**src/rtl/uart_pkg.sv**
```systemverilog
// Shared definitions for the UART echo buffer: byte width and echo FSM state encoding.
package uart_pkg;

    localparam int UART_DW = 8;

    typedef enum logic [1:0] {
        S_IDLE      = 2'd0,
        S_LAUNCH    = 2'd1,
        S_WAIT_ACK  = 2'd2,
        S_WAIT_DONE = 2'd3
    } echo_state_t;

endpackage

```
**src/rtl/uart_echo_buf_sync_fifo.sv**
```systemverilog
// Synchronous FIFO with first-word fall-through read port, occupancy count and
// full/empty flags. A push while full is accepted only when a pop frees a slot in the same cycle.
module sync_fifo
    import uart_pkg::*;
#(
    parameter int DEPTH = 16,
    parameter int WIDTH = UART_DW
) (
    input  logic                   clk,
    input  logic                   rst_n,
    input  logic                   push,
    input  logic                   pop,
    input  logic [WIDTH-1:0]       din,
    output logic [WIDTH-1:0]       dout,
    output logic [$clog2(DEPTH):0] count,
    output logic                   empty,
    output logic                   full
);

    localparam int AW = $clog2(DEPTH);
    localparam logic [AW:0]   FULL_CNT = (AW + 1)'(DEPTH);
    localparam logic [AW:0]   CNT_ONE  = (AW + 1)'(1);
    localparam logic [AW-1:0] PTR_ONE  = AW'(1);

    logic [WIDTH-1:0] r_mem [DEPTH];
    logic [AW-1:0]    r_wr_ptr;
    logic [AW-1:0]    r_rd_ptr;
    logic [AW:0]      r_count;

    logic w_empty;
    logic w_full;
    logic w_do_pop;
    logic w_do_push;

    assign w_empty   = (r_count == '0);
    assign w_full    = (r_count == FULL_CNT);
    assign w_do_pop  = pop && !w_empty;
    assign w_do_push = push && (!w_full || w_do_pop);

    // Storage carries no reset; only pointers and count define validity.
    always_ff @(posedge clk) begin
        if (w_do_push) begin
            r_mem[r_wr_ptr] <= din;
        end
    end

    always_ff @(posedge clk) begin
        if (!rst_n) begin
            r_wr_ptr <= '0;
            r_rd_ptr <= '0;
            r_count  <= '0;
        end else begin
            if (w_do_push) begin
                r_wr_ptr <= r_wr_ptr + PTR_ONE;
            end
            if (w_do_pop) begin
                r_rd_ptr <= r_rd_ptr + PTR_ONE;
            end
            case ({w_do_push, w_do_pop})
                2'b10:   r_count <= r_count + CNT_ONE;
                2'b01:   r_count <= r_count - CNT_ONE;
                default: r_count <= r_count;
            endcase
        end
    end

    assign dout  = r_mem[r_rd_ptr];
    assign count = r_count;
    assign empty = w_empty;
    assign full  = w_full;

endmodule

```
**src/rtl/uart_echo_buf.sv**
```systemverilog
// Echo buffer: queues received bytes and hands them one at a time to a UART transmitter,
// retrying a byte whose start request is not acknowledged within ACK_TIMEOUT cycles.
//
//   state       | meaning
//   ------------+-------------------------------------------------------------
//   S_IDLE      | waiting for a stored byte and an idle transmitter
//   S_LAUNCH    | tx_start pulse; head byte already on tx_data
//   S_WAIT_ACK  | waiting for tx_idle to drop; timeout counter running
//   S_WAIT_DONE | byte accepted and popped; waiting for transmitter to finish
module uart_echo_buf
    import uart_pkg::*;
#(
    parameter int DEPTH       = 16,
    parameter int ACK_TIMEOUT = 15
) (
    input  logic                   clk,
    input  logic                   rst_n,
    input  logic [UART_DW-1:0]     rx_data,
    input  logic                   rx_valid,
    input  logic                   tx_idle,
    input  logic                   clr_ovr,
    output logic [UART_DW-1:0]     tx_data,
    output logic                   tx_start,
    output logic [$clog2(DEPTH):0] count,
    output logic                   empty,
    output logic                   full,
    output logic                   overrun
);

    localparam int TW = $clog2(ACK_TIMEOUT + 1);
    localparam logic [TW-1:0] TMO_LOAD = TW'(ACK_TIMEOUT);
    localparam logic [TW-1:0] TMO_ONE  = TW'(1);

    echo_state_t r_state;
    echo_state_t w_state_nxt;

    logic [TW-1:0]      r_tmo;
    logic [TW-1:0]      w_tmo_nxt;
    logic [UART_DW-1:0] r_tx_data;
    logic               r_ovr;

    logic               w_pop;
    logic               w_load_tx;
    logic               w_drop;
    logic [UART_DW-1:0] w_fifo_dout;
    logic               w_empty;
    logic               w_full;

    sync_fifo #(
        .DEPTH (DEPTH),
        .WIDTH (UART_DW)
    ) u_fifo (
        .clk   (clk),
        .rst_n (rst_n),
        .push  (rx_valid),
        .pop   (w_pop),
        .din   (rx_data),
        .dout  (w_fifo_dout),
        .count (count),
        .empty (w_empty),
        .full  (w_full)
    );

    // The ack window spans ACK_TIMEOUT WAIT_ACK cycles: the counter steps down
    // from ACK_TIMEOUT and the retry fires on the cycle its decrement reaches zero.
    always_comb begin
        w_state_nxt = r_state;
        w_tmo_nxt   = r_tmo;
        w_pop       = 1'b0;
        w_load_tx   = 1'b0;
        case (r_state)
            S_IDLE: begin
                if (!w_empty && tx_idle) begin
                    w_state_nxt = S_LAUNCH;
                    w_load_tx   = 1'b1;
                end
            end
            S_LAUNCH: begin
                w_state_nxt = S_WAIT_ACK;
                w_tmo_nxt   = TMO_LOAD;
            end
            S_WAIT_ACK: begin
                if (!tx_idle) begin
                    w_state_nxt = S_WAIT_DONE;
                    w_pop       = 1'b1;
                end else if (r_tmo <= TMO_ONE) begin
                    w_state_nxt = S_IDLE;
                    w_tmo_nxt   = '0;
                end else begin
                    w_tmo_nxt   = r_tmo - TMO_ONE;
                end
            end
            S_WAIT_DONE: begin
                if (tx_idle) begin
                    w_state_nxt = S_IDLE;
                end
            end
            default: begin
                w_state_nxt = S_IDLE;
            end
        endcase
    end

    always_ff @(posedge clk) begin
        if (!rst_n) begin
            r_state   <= S_IDLE;
            r_tmo     <= TMO_LOAD;
            r_tx_data <= '0;
        end else begin
            r_state <= w_state_nxt;
            r_tmo   <= w_tmo_nxt;
            if (w_load_tx) begin
                r_tx_data <= w_fifo_dout;
            end
        end
    end

    // A dropped byte outranks a simultaneous clear so no loss goes unreported.
    assign w_drop = rx_valid && w_full && !w_pop;

    always_ff @(posedge clk) begin
        if (!rst_n) begin
            r_ovr <= 1'b0;
        end else if (w_drop) begin
            r_ovr <= 1'b1;
        end else if (clr_ovr) begin
            r_ovr <= 1'b0;
        end
    end

    assign tx_start = (r_state == S_LAUNCH);
    assign tx_data  = r_tx_data;
    assign empty    = w_empty;
    assign full     = w_full;
    assign overrun  = r_ovr;

endmodule

```
**config.mk**
```make
export PLATFORM = sky130hd
export DESIGN_NAME = uart_echo_buf
export DESIGN_NICKNAME = d
export VERILOG_FILES = /design/src/rtl/uart_pkg.sv /design/src/rtl/uart_echo_buf_sync_fifo.sv /design/src/rtl/uart_echo_buf.sv
export SDC_FILE = /design/constraint.sdc
export NUM_CORES = 1
export LEC_CHECK = 0
export BUFFER_PORTS_ARGS = -buffer_cell sky130_fd_sc_hd__buf_2
export CAP_MARGIN = 0
export CORE_ASPECT_RATIO = 0.7
export CORE_MARGIN = 1
export CORE_UTILIZATION = 40
export DETAILED_ROUTE_END_ITERATION = 16
export PLACE_DENSITY_LB_ADDON = 0.3
export RECOVER_POWER = 25
export SLEW_MARGIN = 10
export SYNTH_ARGS = -nofsm -noshare
export SYNTH_HDL_FRONTEND = slang
export SYNTH_HIERARCHICAL = 1
export SYNTH_SLANG_ARGS = --single-unit
```
**constraint.sdc**
```tcl
create_clock -name clk -period 2.2 [get_ports clk]
set_clock_uncertainty 0.05 [all_clocks]
set_input_delay 0.44 -clock clk [delete_from_list [all_inputs] [get_ports clk]]
set_output_delay 0.44 -clock clk [all_outputs]
set_load 0.1 [all_outputs]
```
Yosys cells after proc, flatten, opt, wreduce, memory -nomap -nowiden
Memories as Yosys holds them, arrays and structs flattened. A register that Yosys moved wholly into a read port is not among the register bits.
Cells that the tools add are included.
Widths: inputs -> output; s select.
Storage, ports and cells
  word-level logic and storage cells: 57
  register bits after elaboration: 20
  memories: 1
  memory bits (writable): 128
  output and inout port bits: 17
  bits of input ports: 13
Cells by class
  eq/ne operators: 10
  muxes and demuxes: 17
  add/subtract/negate cells: 5
  $lt $le $gt $ge: 1
  reduce and logical (&&, ||, !) cells: 17
Memory list
  u_fifo.r_mem: words 16, width 8, rd ports 1, clocked after memory_dff 1, wr ports 1, line uart_echo_buf_sync_fifo.sv:25  | logic [WIDTH-1:0] r_mem [DEPTH];
Operators with widths (number)
  $pmux 5 s2: 1
  $add 4x1->4 const B: 2
  $mux 1: 8
  $mux 2: 4
  $mux 4: 2
  $pmux 2 s4: 1
  $pmux 4 s2: 1
  $eq 2x2->1 const B: 3
  $ne 2x2->1 const B: 3
  $reduce_bool 2->1: 3
  $add 5x1->5 const B: 1
  $eq 5x5->1 const B: 1
  $logic_and 1x1->1: 5
  $logic_not 5->1: 1
  $sub 5x1->5 const B: 1
  $eq 2x1->1 const B: 2
  $le 4x1->1 const B: 1
  $logic_not 1->1: 4
  $sub 4x1->4 const B: 1
  $ne 3x3->1 const B: 1
  $reduce_and 3->1: 1
  $logic_not 2->1: 1
  $reduce_and 2->1: 1
  $logic_or 1x1->1: 1

Longest topological paths before layout
Gate-level depths: netlist of run 1.
  depth after elaboration: 7
  gate-level depth with buffers: 11
  depth with buffers taken out: 9

Cells and area by module
Netlist of run 1, hierarchy kept.
Modules (own cells, without submodules)
  sync_fifo: sequential area each 4184.0 µm², cells each 328, area an instance 5871.9 µm², times used 1
  uart_echo_buf: sequential area each 300.3 µm², cells each 80, area an instance 726.9 µm², times used 1

Worst setup path before layout of run 1
Ideal clock, no wire load.
  path kind: register to register
  from: reg u_fifo.r_count[0], in the netlist u_fifo/count[0]
  to: reg r_tx_data[0], in the netlist tx_data[0], read port of u_fifo.r_mem
  stages on the path, launching flop included: 8
  data arrival time: 3.518 ns
  clock period less this slack: 3.638 ns
  data required time: 2.080 ns
  library setup time: 0.070 ns
  setup slack: -1.438 ns
  path buffers: 2
  cell sequence: dfxtp_1 > or4_1 > buf_6 > nor2_1 > or4b_4 > buf_6 > nand2_1 > a21boi_1
Between the ends
  word-level cells in the longest chain between the ends: 5
RTL lines
  start, declared: line uart_echo_buf_sync_fifo.sv:28  | logic [AW:0] r_count;
  start signal, assigned: line uart_echo_buf_sync_fifo.sv:60  | 2'b10: r_count <= r_count + CNT_ONE;
  start signal, assigned: line uart_echo_buf_sync_fifo.sv:61  | 2'b01: r_count <= r_count - CNT_ONE;
  start signal, assigned: line uart_echo_buf_sync_fifo.sv:62  | default: r_count <= r_count;
  $logic_not 5->1: line uart_echo_buf_sync_fifo.sv:35  | assign w_empty = (r_count == '0);
  net empty: line uart_echo_buf.sv:25  | output logic empty,
  $logic_not 1->1: line uart_echo_buf.sv:73  | if (!w_empty && tx_idle) begin
  $logic_and 1x1->1: line uart_echo_buf.sv:73
  $mux 1: line uart_echo_buf.sv:73
  $mux 1: line uart_echo_buf.sv:71  | case (r_state)
  end, declared: line uart_echo_buf.sv:39  | logic [UART_DW-1:0] r_tx_data;
The timed path passes the listed nets, and every way through them passes these cells.
A chain may end at the register's enable or synchronous reset.

Worst setup path in the final report of run 1
  from: reg u_fifo.r_count[0], in the netlist u_fifo/count[0]
  to: out empty
Between the ends
  word-level cells in the longest chain between the ends: 1
RTL lines (line)
  $logic_not 5->1: uart_echo_buf_sync_fifo.sv:35
  end, declared: uart_echo_buf.sv:25
Every way passes these cells.

==> flow_metrics.tcl, run 1 <==
set metrics [dict create \
    h-tree-depth 4 \
    cp_slowest_cell "or4_4" \
    die-height_um 109 \
    cp-end-kind "output pin" \
    cts_root_buf "clkbuf_16" \
    cp_max_fo 3 \
    grt_pass1_vias 3736 \
    grt_pass1_wl_um 21300 \
    dr.pass1.iters 5 \
    io_buffers 29 \
    final.setup.tns_ns -0.163 \
    insertion_delay_ns 0.42 \
    ir_drop_v 0.000592 \
    die_width_um 156 \
    ant_nets 0 \
    syn_avg_cell_area_um2 16.2 \
    design_area_um2 8210 \
    rsz0062_at_grt "yes" \
    cp_top_family "simple AND/OR/NAND/NOR gates" \
    final_util 0.520 \
    async_flop_share 0 \
    synthCells 408 \
    finalCritPeriodShare 1.04 \
    drive_gt1_frac 0.341 \
    wl_um 13900 \
    dp_cells 676 \
    mostFrequentLayoutCells "edfxtp_1, nand2_1, mux4_2" \
    grt_max_degree 33 \
    cellLeakagePower_nw 2.84 \
    ys_seq_area_frac 0.680 \
    setup_viol 3 \
    area_growth_syn_to_layout_pct 24.4 \
    cts_tree "built" \
    cp.buffers_inverters 2 \
    detail_route.wl_per_cell_um 19.6 \
    start_util 0.418 \
    core-area_um2 15800 \
    grt-ovfl-total 0 \
    rows 38 \
    nFillCells 1305 \
    fp.dieArea_um2 17000 \
    drv_cap 0 \
    ys_ff_latch 160 \
    powerDensity_nw_per_um2 865 \
    clk_transition_reported_paths_ns 0.06 \
    n_antenna_cell 0 \
    gp_congestion 0.790 \
    yosys_warnings 6 \
    fmax_ghz 0.437 \
    status "finished with violations" \
    min_path_type "in -> reg" \
    cpPeakStageDelay_ns 0.58 \
    antenna_found_initial 0 \
    place_hpwl_um 9370 \
    dpl_cell_area_um2 7470 \
    num_vias 3781 \
    finalWorstSetupSlack_ns -0.0896 \
    synth_flop_cell "edfxtp_1" \
    synth-edff-count 128 \
    holdWs_ns 0.290 \
    drv_slew 0 \
    cts.sinks 160 \
    crit_path_cell_trace "or4_4 -> buf_8 -> nor2_4 -> buf_12" \
    critPathKind "reg -> out" \
    worst_pin_slew_ns 0.732 \
    start_kind "flop" \
    violations "negative setup slack" \
    worstPathArrival_ns 1.80 \
    final_cells 710 \
    cts_buffers 17 \
    max_slew_margin 0.510 \
    route.detailed.drc 0 \
    final_common_cell "edfxtp_1" \
    syn_nets 432 \
    min_period_ns 2.29 \
    hold_viol 0 \
    ios 30 \
    track_usage 0.173 \
    vias_per_cell 5.33 \
    synth_area_um2 6600 \
    final_nets 501 \
    cts_buffer_depth 2 \
    worstPathRequired_ns 1.71 \
    ys_types 54 \
    drt_iter0_markers 319 \
]
==> per-stage QoR <==
stage	setup WS, ns	power [mW]
final	-0.0896	7.10
after global routing	-0.127	7.31
after CTS	-0.102	7.13
after detailed placement	-0.132	4.04
after global placement	-0.123	4.02
after floorplan	-0.206	3.85
==> sequential cells by signal (all words and copies together) (netlist names), named ones only <==
signal / count
r_tmo: 4
u_fifo/r_mem: 128
r_state: 2
tx_data: 8
overrun: 1
u_fifo/count: 5
u_fifo/r_rd_ptr: 4
u_fifo/r_wr_ptr: 4
==> timing repair <==
action / in CTS / in global routing
setup buffers: 2 / 0
hold buffers: 0 / 0
setup endpoints to repair: 3 / 106
pin swaps: 3 / 3
gates resized for setup: 3 / 17
==> where the power goes <==
group	switching, mW	internal (mW)	total (mW)
sequential	0.0285	3.32	3.35
clock	1.27	1.82	3.09
combinational	0.432	0.221	0.653
==> worst min-delay path: stages <==
cell and delay, ns:
buf_2 0.08, o22ai_1 0.06, and2_1 0.14
==> worst paths after layout <==
kind / to / cells past startpoint / slack, ns / start
setup / recovery: empty / 4 / -0.09 / u_fifo/count[0]
hold / removal: overrun / 3 / 0.29 / clr_ovr
setup reg to reg: u_fifo/count[4] / 9 / 0 / u_fifo/count[0]
hold reg to reg: tx_data[2] / 2 / 0.40 / tx_data[2]
==> area by class of cell <==
cell class,count,area (µm²),share of cell area
inverters,12,50.0,0.00610
multi-input cells,215,2090,0.254
well taps,220,275,0.0335
clock inverters,15,196,0.0239
repair buffers,71,678,0.0826
clock buffers,17,425,0.0518
flip-flops and latches,160,4500,0.548
==> Yosys cell counts, drive strengths merged (3+ instances only) <==
library cell	number	area, µm²
nand2	33	124
nand4	3	18.8
nor2b	4	25.0
dfxtp	32	641
inv	12	45.0
nor3	4	20.0
a211oi	3	22.5
ha	10	125
mux4	32	721
edfxtp	128	3840
nand2b	5	31.3
nor3b	5	37.5
a21oi	5	36.3
o21ai	7	53.8
nor2	21	78.8
a22oi	16	120
a21boi	10	78.8
and3	13	81.3
o21a	3	22.5
clkbuf	12	45.0
mux2i	7	70.1
a211o	3	26.3
buf	9	67.6
nand3	3	15.0
xor2	3	26.3
==> cells by family (layout without fill, tap and decap cells) <==
family,Yosys count,after routing,synth area share
adders and majority gates,11,11,0.0220
and+or+nand+nor,104,104,0.0831
xor gates and xnor gates,4,4,0.00531
muxes,39,39,0.120
DFF,160,160,0.680
buffers and inverters,33,115,0.0239
AOI/OAI and AO/OA,57,57,0.0664
==> per-layer routing <==
metal / track usage / part of all wire
met4: 0.0455 / 0.0083
met3: 0.0406 / 0.062
met2: 0.252 / 0.44
met5: 0 / 0
met1: 0.260 / 0.49
(Power assumes the default switching activity.)
==> run 2, diff against run 1 <==
- ABC_CLOCK_PERIOD_IN_PS: default -> 2200
- CORE_UTILIZATION: 40 -> 55
==> flow_metrics.tcl, run 2 (synthesized netlist as in run 1, its figures left out) <==
set metrics [dict create \
    drv_cap 0 \
    num_vias 3840 \
    min_period_ns 2.26 \
    switchingPower_mw 1.60 \
    die_width_um 133 \
    critPathKind "reg -> out" \
    violations "negative setup slack" \
    ios 30 \
    p_total_mw 6.82 \
    final_cells 649 \
    cellInternalPower_mw 5.22 \
    vias_per_cell 5.92 \
    cp_slowest_cell "or4_4" \
    crit_path_cell_trace "or4_4 -> buf_8 -> nor2_4 -> buf_12" \
    detail_route.wl_per_cell_um 21.6 \
    seqPwrFrac 0.492 \
    multi_input_area_um2 2070 \
    register_area_um2 4500 \
    ctsHoldBuffers 0 \
    final.setup.tns_ns -0.109 \
    cp_top_family "simple AND/OR/NAND/NOR gates" \
    antenna_found_initial 0 \
    fp.dieArea_um2 12400 \
    cts_buffers 17 \
    gp_congestion 0.839 \
    max_slew_margin 0.511 \
    design_area_um2 8090 \
    ant_nets 0 \
    route.detailed.drc 0 \
    cellLeakagePower_nw 2.85 \
    insertion_delay_ns 0.41 \
    io_buffers 29 \
    ir_drop_v 0.000674 \
    worst_pin_slew_ns 0.734 \
    worstPathRequired_ns 1.71 \
    h-tree-depth 4 \
    nFillCells 756 \
    final_common_cell "edfxtp_1" \
    setup_viol 2 \
    wl_um 14000 \
    cp-end-kind "output pin" \
    finalCritPeriodShare 1.03 \
    min_path_type "in -> reg" \
    area_growth_syn_to_layout_pct 22.6 \
    cp.buffers_inverters 2 \
    grt-ovfl-total 0 \
    track_usage 0.244 \
    cpPeakStageDelay_ns 0.56 \
    combPwrFrac 0.098 \
    grt_pass1_vias 3745 \
    place_hpwl_um 8940 \
    cp_max_fo 3 \
    cts_buffer_depth 2 \
    largest_reg_flops 128 \
    powerDensity_nw_per_um2 844 \
    final_nets 503 \
    dp_cells 614 \
    drt_iter0_markers 408 \
    p_clk_frac 0.410 \
    worstPathArrival_ns 1.77 \
    grt_pass1_wl_um 21400 \
    cts_tree "built" \
    largest_register "u_fifo/r_mem" \
    swShare 0.234 \
    drive_gt1_frac 0.335 \
    n_antenna_cell 0 \
    drv_slew 0 \
    hold_viol 0 \
    die-height_um 93.6 \
    dpl_cell_area_um2 7400 \
    dr.pass1.iters 5 \
    status "finished with violations" \
    mostFrequentLayoutCells "edfxtp_1, nand2_1, mux4_2" \
    start_kind "flop" \
    finalWorstSetupSlack_ns -0.0563 \
    core-area_um2 11700 \
    grt_max_degree 33 \
    rsz0062_at_grt "yes" \
    fmax_ghz 0.443 \
    cts_root_buf "clkbuf_16" \
    rows 33 \
    clk_transition_reported_paths_ns 0.06 \
    cts.sinks 160 \
    start_util 0.565 \
]
-- run 2: timing repair --
action / in CTS / in global routing
pin swaps: 3 / 2
buffers inserted: 3 / 0
endpoints found under the setup margin: 4 / 124
endpoints found under the hold margin: 0 / 0
gates resized for setup: 3 / 14
cloned: 0 / 0
-- run 2: routing by layer --
layer  global-route usage  routed length [µm]  vias up
met1                0.361                6310     1948
met2                0.367                6570      137
li1                     -                   -     1737
met3               0.0412                 930       18
met4               0.0862                 186        0
met5                    0                   0        -
-- run 2: power groups by stage --
stage | clock, mW | combinational [mW] | sequential, mW
2_1_floorplan | 0 | 0.308 | 3.54
3_3_place_gp | 0 | 0.620 | 3.42
3_5_place_dp | 0 | 0.636 | 3.42
4_1_cts | 2.85 | 0.656 | 3.36
5_1_grt | 2.96 | 0.707 | 3.36
6_report | 2.80 | 0.667 | 3.36
-- run 2: area by class of cell --
type | instances | area share
Clock buffer | 25 | 0.0654
Clock inverter | 7 | 0.00588
Inverter | 12 | 0.00619
Multi-Input combinational cell | 215 | 0.256
Sequential cell | 160 | 0.556
Tap cell | 157 | 0.0243
Timing Repair Buffer | 73 | 0.0856
-- run 2: stage by stage --
stage / util / worst slack (ns) / hold slack, ns
after floorplan: - / -0.206 / 0.410
after global placement: 0.633 / -0.119 / 0.390
after detailed placement: 0.633 / -0.175 / 0.400
after CTS: 0.686 / -0.0893 / 0.295
after global routing: 0.692 / -0.104 / 0.302
final: 0.692 / -0.0563 / 0.309
-- run 2: worst paths after layout --
path | slack (ns) | start | to | depth (start not counted)
worst max-delay path | -0.06 | u_fifo/count[2] | empty | 4
worst min-delay path | 0.31 | clr_ovr | overrun | 3
worst max register to register | 0.01 | u_fifo/count[2] | u_fifo/count[4] | 9
worst min register to register | 0.41 | tx_data[7] | tx_data[7] | 2
-- run 2: worst reg2reg max path, stage by stage (launching register included) --
cell      delay (ns)
dfxtp_4         0.34
or4_4           0.56
o21ai_4         0.17
buf_6           0.13
inv_6           0.04
ha_4            0.28
nand2b_4        0.07
a21o_1          0.19
a21oi_2         0.12
nand4_1         0.11
==> run 3, diff against run 2 <==
==> constraint.sdc (replaced) <==
create_clock -name clk -period 2.2 [get_ports clk]
set_clock_uncertainty 0.05 [all_clocks]
set_input_delay 0.11 -clock clk [delete_from_list [all_inputs] [get_ports clk]]
set_output_delay 0.11 -clock clk [all_outputs]
set_load 0.1 [all_outputs]
==> flow_metrics.tcl, run 3 (synthesized netlist as in run 1, its figures left out) <==
set metrics [dict create \
    worstPathRequired_ns 2.43 \
    powerDensity_nw_per_um2 874 \
    track_usage 0.227 \
    cts_buffers 17 \
    die_width_um 133 \
    worst_pin_slew_ns 0.710 \
    gp_congestion 0.778 \
    wl_um 13300 \
    final_cells 632 \
    route.detailed.drc 0 \
    critPathKind "reg -> reg" \
    design_area_um2 7850 \
    largest_reg_flops 128 \
    grt_pass1_vias 3609 \
    io_buffers 29 \
    ios 30 \
    final_common_cell "edfxtp_1" \
    ant_nets 0 \
    fp.dieArea_um2 12400 \
    holdWs_ns 0.0425 \
    die-height_um 93.6 \
    cts_root_buf "clkbuf_16" \
    dr.pass1.iters 5 \
    mostFrequentLayoutCells "edfxtp_1, nand2_1, mux4_2" \
    dpl_cell_area_um2 7150 \
    crit_path_cell_trace "or4_4 -> o21ai_4 -> inv_4 -> ha_4 -> nand2b_4 -> a21o_1 -> a21oi_2 -> nand4_1" \
    num_vias 3728 \
    cp_max_fo 6 \
    min_period_ns 2.20 \
    cp_slowest_cell "or4_4" \
    start_util 0.565 \
    n_antenna_cell 0 \
    insertion_delay_ns 0.42 \
    drt_iter0_markers 317 \
    cts_buffer_depth 2 \
    setup_viol 0 \
    largest_register "u_fifo/r_mem" \
    grt_max_degree 33 \
    cts_tree "built" \
    area_growth_syn_to_layout_pct 18.9 \
    drv_slew 0 \
    drive_gt1_frac 0.309 \
    cellLeakagePower_nw 2.73 \
    finalCritPeriodShare 0.998 \
    detail_route.wl_per_cell_um 21.0 \
    place_hpwl_um 8800 \
    vias_per_cell 5.90 \
    antenna_found_initial 0 \
    cts.sinks 160 \
    final_nets 486 \
    dp_cells 596 \
    ff2ff_setup_slack_ns 0.004 \
    grt-ovfl-total 0 \
    clk_transition_reported_paths_ns 0.07 \
    final_util 0.672 \
    ir_drop_v 0.000620 \
    grt_pass1_wl_um 20000 \
    min_path_type "in -> reg" \
    rsz0062_at_grt "yes" \
    hold_viol 0 \
    drv_cap 0 \
    fmax_ghz 0.455 \
    cp-end-kind "flop" \
    rows 33 \
    start_kind "flop" \
    cpPeakStageDelay_ns 0.57 \
    status "completed" \
    worstPathArrival_ns 2.43 \
    core-area_um2 11700 \
    h-tree-depth 4 \
    max_slew_margin 0.527 \
]
run 3: area by class of cell:
type                       count  area [µm²]
sequential                   160        4500
fill                         776        3840
multi-input combinational    215        2060
clock buffer                  22         505
timing repair buffer          56         442
tap                          157         196
clock inverter                10        96.3
inverter                      12        47.5
run 3: final timing paths:
check / end / startpoint / cells past startpoint
min reg2reg: tx_data[0] / tx_data[0] / 2
max: u_fifo/count[4] / u_fifo/count[0] / 8
max reg2reg: u_fifo/count[4] / u_fifo/count[0] / 8
min: r_state[1] / tx_idle / 3
run 3: repair_timing:
item | 4_1_cts | 5_1_grt
setup buffers | 0 | 2
hold buffers | 2 | 0
gates resized for setup | 4 | 12
pin swaps | 0 | 6
setup endpoints to repair | 108 | 35
endpoints found under the hold margin | 3 | 0
run 3: metal layers:
layer | GRT usage | up-vias | share of wire | routed length (µm)
met5 | 0 | - | 0 | 0
met4 | 0.0852 | 0 | 0.0077 | 102
met3 | 0.0499 | 10 | 0.057 | 763
met2 | 0.342 | 114 | 0.47 | 6280
met1 | 0.327 | 1898 | 0.46 | 6130
li1 | - | 1706 | - | -
run 3: report_power, final:
group | switching (mW) | leakage [nW] | internal (mW) | total (mW)
Sequential | 0.0366 | 1.42 | 3.33 | 3.36
Combinational | 0.414 | 1.01 | 0.182 | 0.595
Clock | 1.15 | 0.302 | 1.75 | 2.90
Total | 1.60 | 2.73 | 5.26 | 6.86
run 3: worst max-delay path: cells and delay by family, from the launching register on:
| family | cells | cell delay, ns |
|---|---|---|
| simple gates | 3 | 0.72 |
| compound gates | 3 | 0.55 |
| fa+ha+maj | 1 | 0.29 |
| buf+inv | 1 | 0.08 |
| flops | 1 | 0.36 |
run 3: per-stage QoR:
stage                     total power, mW  setup TNS [ns]  setup slack [ns]
final                                6.86               0           0.00435
after global routing                 7.05          -0.306           -0.0659
after CTS                            6.89               0           0.00108
after detailed placement             4.00           -4.72            -0.189
after global placement               3.98          -0.471            -0.143
after floorplan                      3.85           -1.80            -0.206
